[src/rtl/pwm_pkg.sv]
// pwm_pkg: shared types and constants for the PWM fader block.
//   fade_state_t : gain-ramp FSM state
//   PWM_W        : default sample/counter width
package pwm_pkg;

    typedef enum logic [1:0] {
        IDLE      = 2'd0,
        RAMP_UP   = 2'd1,
        RUN       = 2'd2,
        RAMP_DOWN = 2'd3
    } fade_state_t;

    localparam int PWM_W = 8;

endpackage

[src/rtl/pwm_fader_if.sv]
// pwm_fader_if: waveshaper-side bundle for the PWM fader.
//   en            synth enable (master -> slave)
//   sample        WIDTH-bit sample (master -> slave)
//   pwm_out       1-bit PWM stream (slave -> master)
//   active        fader not idle (slave -> master)
//   period_strobe boundary-cycle pulse, only with PWM_PERIOD_STROBE_EN
// Modports: master = upstream/driver side, slave = pwm_fader.
interface pwm_fader_if
    import pwm_pkg::*;
#(
    parameter int WIDTH = PWM_W
);
    logic             en;
    logic [WIDTH-1:0] sample;
    logic             pwm_out;
    logic             active;
`ifdef PWM_PERIOD_STROBE_EN
    logic             period_strobe;

    modport master (output en, sample, input  pwm_out, active, period_strobe);
    modport slave  (input  en, sample, output pwm_out, active, period_strobe);
`else
    modport master (output en, sample, input  pwm_out, active);
    modport slave  (input  en, sample, output pwm_out, active);
`endif

endinterface

[src/rtl/pwm_fader_ramp.sv]
// fade_ramp: gain-ramp FSM with saturating gain register.
//   clk, n_rst   clock, synchronous active-low reset
//   boundary_i   high in the last cycle of each PWM period; all updates happen
//                on the edge leaving that cycle
//   en_i         synth enable, only its value in the boundary cycle matters
//   gain_next_o  gain that will be loaded at the next boundary edge
//                (0..2**WIDTH, 2**WIDTH = unity)
//   active_o     registered "state != IDLE"
module fade_ramp
    import pwm_pkg::*;
#(
    parameter int WIDTH     = PWM_W,
    parameter int RAMP_STEP = 1
)(
    input  logic           clk,
    input  logic           n_rst,
    input  logic           boundary_i,
    input  logic           en_i,
    output logic [WIDTH:0] gain_next_o,
    output logic           active_o
);

    // Two spare bits above the gain so gain+RAMP_STEP (up to 2*2**WIDTH)
    // cannot wrap before the saturation compare.
    localparam logic [WIDTH+1:0] FULL = {2'b01, {WIDTH{1'b0}}};
    localparam logic [WIDTH+1:0] STEP = (WIDTH+2)'(RAMP_STEP);

    fade_state_t      state_q, state_d;
    logic [WIDTH:0]   gain_q, gain_d;
    logic             active_q;
    logic [WIDTH+1:0] g, sum, up, dn;

    always_comb begin
        g   = {1'b0, gain_q};
        sum = g + STEP;
        up  = (sum > FULL) ? FULL : sum;
        dn  = (g > STEP) ? (g - STEP) : '0;

        state_d = state_q;
        gain_d  = gain_q;
        case (state_q)
            IDLE: begin
                if (en_i) begin
                    gain_d  = up[WIDTH:0];
                    state_d = RAMP_UP;
                end else begin
                    gain_d  = '0;
                end
            end
            RAMP_UP: begin
                if (!en_i) begin
                    gain_d  = dn[WIDTH:0];
                    state_d = RAMP_DOWN;
                end else begin
                    gain_d  = up[WIDTH:0];
                    if (up == FULL) state_d = RUN;
                end
            end
            RUN: begin
                if (!en_i) begin
                    gain_d  = dn[WIDTH:0];
                    state_d = RAMP_DOWN;
                end else begin
                    gain_d  = FULL[WIDTH:0];
                end
            end
            RAMP_DOWN: begin
                if (en_i) begin
                    gain_d  = up[WIDTH:0];
                    state_d = RAMP_UP;
                end else begin
                    gain_d  = dn[WIDTH:0];
                    if (dn == '0) state_d = IDLE;
                end
            end
            default: begin
                gain_d  = '0;
                state_d = IDLE;
            end
        endcase
    end

    always_ff @(posedge clk) begin
        if (!n_rst) begin
            state_q  <= IDLE;
            gain_q   <= '0;
            active_q <= 1'b0;
        end else if (boundary_i) begin
            state_q  <= state_d;
            gain_q   <= gain_d;
            active_q <= (state_d != IDLE);
        end
    end

    assign gain_next_o = gain_d;
    assign active_o    = active_q;

endmodule

[src/rtl/pwm_fader.sv]
// pwm_fader: 8-bit sample -> 1-bit PWM with a period-synchronous gain ramp
// (fade-in on enable, fade-out on disable). The sample is latched once per
// PWM period, on the edge leaving the boundary cycle (cnt == 2**WIDTH-1).
//   clk    system clock
//   n_rst  synchronous active-low reset
//   bus    pwm_fader_if.slave: en, sample in; pwm_out, active out
//          (+ period_strobe when PWM_PERIOD_STROBE_EN is defined)
// Optional feature macro: PWM_PERIOD_STROBE_EN.
module pwm_fader
    import pwm_pkg::*;
#(
    parameter int WIDTH     = PWM_W,
    parameter int RAMP_STEP = 1
)(
    input  logic        clk,
    input  logic        n_rst,
    pwm_fader_if.slave  bus
);

    logic [WIDTH-1:0] cnt_q, cnt_d;
    logic [WIDTH-1:0] duty_q, duty_d;
    logic [WIDTH:0]   gain_next;
    logic [2*WIDTH:0] prod;
    logic             boundary;

    assign boundary = &cnt_q;
    assign cnt_d    = cnt_q + 1'b1;

    fade_ramp #(
        .WIDTH     (WIDTH),
        .RAMP_STEP (RAMP_STEP)
    ) u_ramp (
        .clk         (clk),
        .n_rst       (n_rst),
        .boundary_i  (boundary),
        .en_i        (bus.en),
        .gain_next_o (gain_next),
        .active_o    (bus.active)
    );

    // Scale by the gain that takes effect this boundary; >>WIDTH keeps the
    // result within WIDTH bits since gain <= 2**WIDTH.
    assign prod   = {{(WIDTH+1){1'b0}}, bus.sample} * {{WIDTH{1'b0}}, gain_next};
    assign duty_d = prod[2*WIDTH-1:WIDTH];

    always_ff @(posedge clk) begin
        if (!n_rst) begin
            cnt_q  <= '0;
            duty_q <= '0;
        end else begin
            cnt_q <= cnt_d;
            if (boundary) duty_q <= duty_d;
        end
    end

    assign bus.pwm_out = (cnt_q < duty_q);

`ifdef PWM_PERIOD_STROBE_EN
    assign bus.period_strobe = boundary;
`endif

endmodule

[src/flat_wrapper.sv]
// flat-port wrapper written by rule: the top's interface ports become plain ports
module pwm_fader_flat import pwm_pkg::*;
#(
    parameter int WIDTH     = PWM_W,
    parameter int RAMP_STEP = 1
)
  (clk, n_rst, bus_en, bus_sample, bus_pwm_out, bus_active);
  pwm_fader_if #(.WIDTH(WIDTH)) bus_i ();
  input  logic clk;
  input  logic n_rst;
  input wire logic [$bits(bus_i.en)-1:0] bus_en;
  input wire logic [$bits(bus_i.sample)-1:0] bus_sample;
  output wire logic [$bits(bus_i.pwm_out)-1:0] bus_pwm_out;
  output wire logic [$bits(bus_i.active)-1:0] bus_active;
  assign bus_i.en = bus_en;
  assign bus_i.sample = bus_sample;
  assign bus_pwm_out = bus_i.pwm_out;
  assign bus_active = bus_i.active;
  pwm_fader #(.WIDTH(WIDTH), .RAMP_STEP(RAMP_STEP)) u_core (.clk(clk), .n_rst(n_rst), .bus(bus_i));
endmodule
[config.mk]
export PLATFORM = sky130hd
export DESIGN_NAME = pwm_fader_flat
export DESIGN_NICKNAME = d
export VERILOG_FILES = /design/src/rtl/pwm_pkg.sv /design/src/rtl/pwm_fader_if.sv /design/src/rtl/pwm_fader_ramp.sv /design/src/rtl/pwm_fader.sv /design/src/flat_wrapper.sv
export SDC_FILE = /design/constraint.sdc
export NUM_CORES = 1
export LEC_CHECK = 0
export ABC_AREA = 1
export CAP_MARGIN = 20
export CORE_ASPECT_RATIO = 1.5
export CORE_MARGIN = 2
export CORE_UTILIZATION = 25
export CTS_BUF_LIST = sky130_fd_sc_hd__clkbuf_2 sky130_fd_sc_hd__clkbuf_4 sky130_fd_sc_hd__clkbuf_8
export CTS_CLUSTER_SIZE = 40
export DETAILED_ROUTE_END_ITERATION = 16
export PLACE_DENSITY_LB_ADDON = 0.25
export SLEW_MARGIN = 10
export SYNTH_ARGS = -nofsm -noshare
export SYNTH_HDL_FRONTEND = slang
export SYNTH_SLANG_ARGS = --single-unit
[constraint.sdc]
create_clock -name clk -period 16.1 [get_ports clk]
set_clock_uncertainty 0.2 [all_clocks]
set_input_delay 2.415 -clock clk [delete_from_list [all_inputs] [get_ports clk]]
set_output_delay 2.415 -clock clk [all_outputs]
set_load 0.02 [all_outputs]
# Word level (Yosys, flattened, before mapping)
# Index checks and enable logic that the tools add are counted.
# totals
output_inout_bits	2
wordCells	34
register_bits	28
in_bits	11
# op_classes
mul	1
magnitude_cmp	3
n_eq_ne	4
n_reduce_logical	5
addsub	3
mux	13
# op_table
operator	count
$mux W9	3
$pmux W9 S3	1
$mux W10	2
$mul A8 B9 Y16	1
$mux W2	6
$add A9 B1 Y10 const B	1
$eq A10 B9 Y1 const B	1
$gt A10 B9 Y1 const B	1
$logic_not A10 Y1	1
$sub A9 B1 Y10 const B	1
$gt A9 B1 Y1 const B	1
$add A8 B1 Y8 const B	1
$lt A8 B8 Y1	1
$pmux W2 S4	1
$reduce_and A8 Y1	1
$eq A2 B2 Y1 const B	2
$eq A2 B1 Y1 const B	1
$logic_not A2 Y1	1
$reduce_bool A2 Y1	1
$reduce_or A2 Y1	1

# Longest topological paths before layout
# depth
word_depth	8
mapped_depth	31
mapped_depth_nobuf	31

# Cells and area by module
# From an unflattened synthesis, not the netlist that was laid out.
# hier_totals
hier_cells	683
hier_area_um2	4379.2
# modules_own_cells
mod	area_per_inst_um2	instances	cells_per_inst	seq_area_each_um2
pwm_fader	3230.6	1	480	320.3
fade_ramp	1148.6	1	203	240.2

# Least setup slack after synthesis
# Ideal clock, no wire load.
# synth_timing
path_type	in2reg
startpoint	input port bus_en
endpoint	register u_core.duty_q[7]
t_arrival_ns	6.708
setup_ns	0.117
n_path_buf	0
cell_stages	18
slack_ns	9.075
required_time_ns	15.783
cell_sequence	nor2_1 > inv_1 > o21ai_0 > inv_1 > nor2_1 > fa_1 > fa_1 > fa_1 > inv_1 > fa_1 > inv_1 > ha_1 > a21oi_1 > o21ai_0 > a221oi_1 > a21oi_2 > nor2_1 > nor2_1
# synth_between
elab_chain_cells	3
elab_cells_between_ends	5
classes_between	1 x mul; 4 x mux
# synth_rtl
element	line	source
start: declaration	flat_wrapper.sv:11	input wire logic [$bits(bus_i.en)-1:0] bus_en;
$mux W9 (on tied branches)	--	
$pmux W9 S3 *	pwm_fader_ramp.sv:41	case (state_q)
$mul A8 B9 Y16 *	pwm_fader.sv:43	assign prod = {{(WIDTH+1){1'b0}}, bus.sample} * {{WIDTH{1'b0}}, gain_next};
end signal: assignment	pwm_fader.sv:52	if (boundary) duty_q <= duty_d;
end: declaration	pwm_fader.sv:21	logic [WIDTH-1:0] duty_q, duty_d;
# Mark *: on every way between the ends. The rest lies on a longest branch, timed or not.
# A chain may end at the register's enable or synchronous reset.

# Worst setup path in the final report
# Ends and elaborated chain as after synthesis.

==> metrics.csv <==
metric,value,unit
yosys.area.top_type_share,19.3,%
syn_avg_cell_area,6.90,um^2
rr_worst_depth,25,
ys_top_cells_by_area,"fa_1 19%, dfxtp_1 13%, ha_1 13%, inv_1 11%, nand2_1 9.0%",
cts.sinks,28,
wl,11100,um
ios,13,
switching_power,40.4,uW
dp_hpwl,9500,um
synthFlopType,dfxtp_1,
critPathKind,in -> reg,
ir_drop,0.0370,mV
dp.cells,814,
seq_area_frac_synth,13.5,%
clock_latency,0.28,ns
sequentialPowerShare,46.1,%
die_w,109,um
wl_per_cell,13.6,um
dr.pass1.iters,4,
final_cells,818,
cp-end-kind,flip-flop,
initial_utilization,25.5,%
synth_cell_types,41,
die_y,162,um
syn-num-nets,696,
yosysMostFrequentCell,inv_1,
intPower,112,uW
cp-start-kind,input pin,
drt.antenna.violating_nets,0,
fin_setup_tns,0,ns
p_total,153,uW
cp_max_fo,6,
crit_required,16.13,ns
yosys_register_bits,28,
worst_hold_path.endpoint,u_core.cnt_q[0],
cp-startpoint,bus_en,
r2r_setup_slack,9.63,ns
cts_setup_buffers,0,
min_path_cells,1,
drc_errors,0,
hp-start,u_core.cnt_q[0],
period_share,50.2,%
setup_violations,0,
cts-root-buf,clkbuf_8,
tritoncts,done,
ys_top_cells_by_count,"120 x inv_1, 100 x nand2_1, 87 x nor2_1",
cp.arrival,8.11,ns
worst_pin_slew,0.849,ns
fin_util,28.2,%
grt_antenna_before_repair,0,
grt_pass1_vias,3925,
drive_above_1_share,6.37,%
gp_congestion,0.865,
dieArea,17700,um^2
max_freq,124,MHz
power_leakage,2.26,nW
post_cts_resized,0,
layout_min_cycle_time,8.08,ns
core_area,16300,um^2
rsz0062_at_grt,no,
cts_buffer_depth,2,
synth_edf_count,0,
reg2reg_from,u_core.u_ramp.gain_q[0],
via_count,3750,
final_max_slew_viol_count,0,
async_flop_share,0,%
ys_warn_count,0,
hold_path_class,reg -> reg,
combPwrFrac,15.9,%
cts_hold_buf,0,
yosysTopAreaCell,fa_1,
maxCapViolCount,0,
status,"finished, final reports clean",
grt_max_degree,24,
finalHoldViolations,0,
clkTransAtPathRegs,0.11,ns
grt_pass1_wl,18700,um
synth_cells,602,
cts_buffers,3,
power.clock.fraction,37.9,%
htreeDepth,1,
rows,57,
vias_per_cell,4.58,
diodes,0,
track_usage,13.2,%
switching_share,26.5,%
gr-total-overflow,0,
fillers,1836,
drtIter0Drc,189,
area_growth,10.2,%
p_per_area,33.3,nW/um^2
worstReg2RegEnd,u_core.duty_q[7],
dp_slack,7.74,ns
port_buffers,12,
nNetsFinal,707,
setup_slack,8.02,ns
slew-limit-headroom,42.8,%
synthesis.area,4150,um^2
-- logic make-up (layout without fill, tap and decap cells) --
kind of cell | count (synthesis) | after routing | share of synthesized area [%]
compound gates | 93 | 93 | 12.7
xor+xnor | 8 | 8 | 1.69
fa+ha+maj | 83 | 83 | 32.2
buf+inv | 132 | 142 | 12.0
flops | 28 | 28 | 13.5
simple gates | 258 | 258 | 27.9
-- through the flow --
step / cell area (um^2) / hold slack (ns)
floorplan: 4150 / 0.230
global placement: 4510 / 0.256
detailed placement: 4510 / 0.273
CTS: 4580 / 0.290
global route: 4580 / 0.339
finish: 4580 / 0.283
-- placed cells by master, fill, tap and decap left out, drive strengths merged, types with 2 or more instances in the layout --
cell / instances
inv: 125
nand2: 112
nor2: 90
ha: 43
a21oi: 42
fa: 40
o21ai: 38
nand3: 34
dfxtp: 28
clkdlybuf4s50: 12
nor3: 8
nand4: 7
xor2: 5
or2: 3
xnor2: 3
clkbuf: 3
a31oi: 2
o211ai: 2
a21o: 2
nand3b: 2
o21bai: 2
-- routing by layer --
| layer | share of wire (%) | track usage, % | up-vias |
|---|---|---|---|
| li1 | - | - | 1903 |
| met4 | 3.3 | 4.66 | 0 |
| met5 | 0 | 0 | - |
| met2 | 55 | 26.1 | 65 |
| met1 | 39 | 14.0 | 1758 |
| met3 | 2.4 | 1.32 | 24 |
-- sequential cells by signal (all words and copies together), names as in the netlist --
register and flops:
u_core.u_ramp.gain_q 9, u_core.cnt_q 8, u_core.duty_q 8, u_core.u_ramp.state_q 2, u_core.u_ramp.active_o 1
-- power groups by stage --
stage | clock [mW] | combinational, mW | sequential [mW]
floorplan | 0 | 0.0147 | 0.0719
global placement | 0 | 0.0248 | 0.0720
detailed placement | 0 | 0.0247 | 0.0721
CTS | 0.0609 | 0.0249 | 0.0705
global route | 0.0643 | 0.0278 | 0.0706
finish | 0.0579 | 0.0243 | 0.0704
-- area by class of cell --
| class | count | area, um^2 | share of cell area [%] |
|---|---|---|---|
| multi-input combinational | 442 | 3090 | 67.5 |
| sequential | 28 | 561 | 12.2 |
| inverter | 125 | 469 | 10.2 |
| tap | 206 | 258 | 5.63 |
| timing repair buffer | 13 | 128 | 2.79 |
| clock buffer | 3 | 41.3 | 0.902 |
| clock inverter | 1 | 30.0 | 0.656 |
-- worst max-delay path by stage --
stage / to / slack (ns) / cells past startpoint
6_report: u_core.duty_q[7] / 8.02 / 20
5_1_grt: u_core.duty_q[7] / 7.70 / 20
4_1_cts: u_core.duty_q[7] / 8.03 / 20
3_5_place_dp: u_core.duty_q[7] / 7.74 / 19
3_3_place_gp: u_core.duty_q[7] / 7.76 / 20
2_1_floorplan: u_core.duty_q[7] / 9.07 / 18
-- critical path, cell delays in order --
cell and delay [ns]:
clkdlybuf4s50_1 0.49, nor2_1 0.40, inv_1 0.13, o21ai_0 0.70, inv_1 0.24, nor2_1 0.18
fa_1 0.46, fa_1 0.52, fa_1 0.55, inv_1 0.05, fa_1 0.52, inv_1 0.04
ha_1 0.35, a21oi_1 0.19, o21ai_0 0.15, a221oi_1 0.41, nand3_1 0.12, nand2_1 0.07
nor2_1 0.04, nor2_1 0.07
No activity file was read; power rests on OpenSTA's default activity.
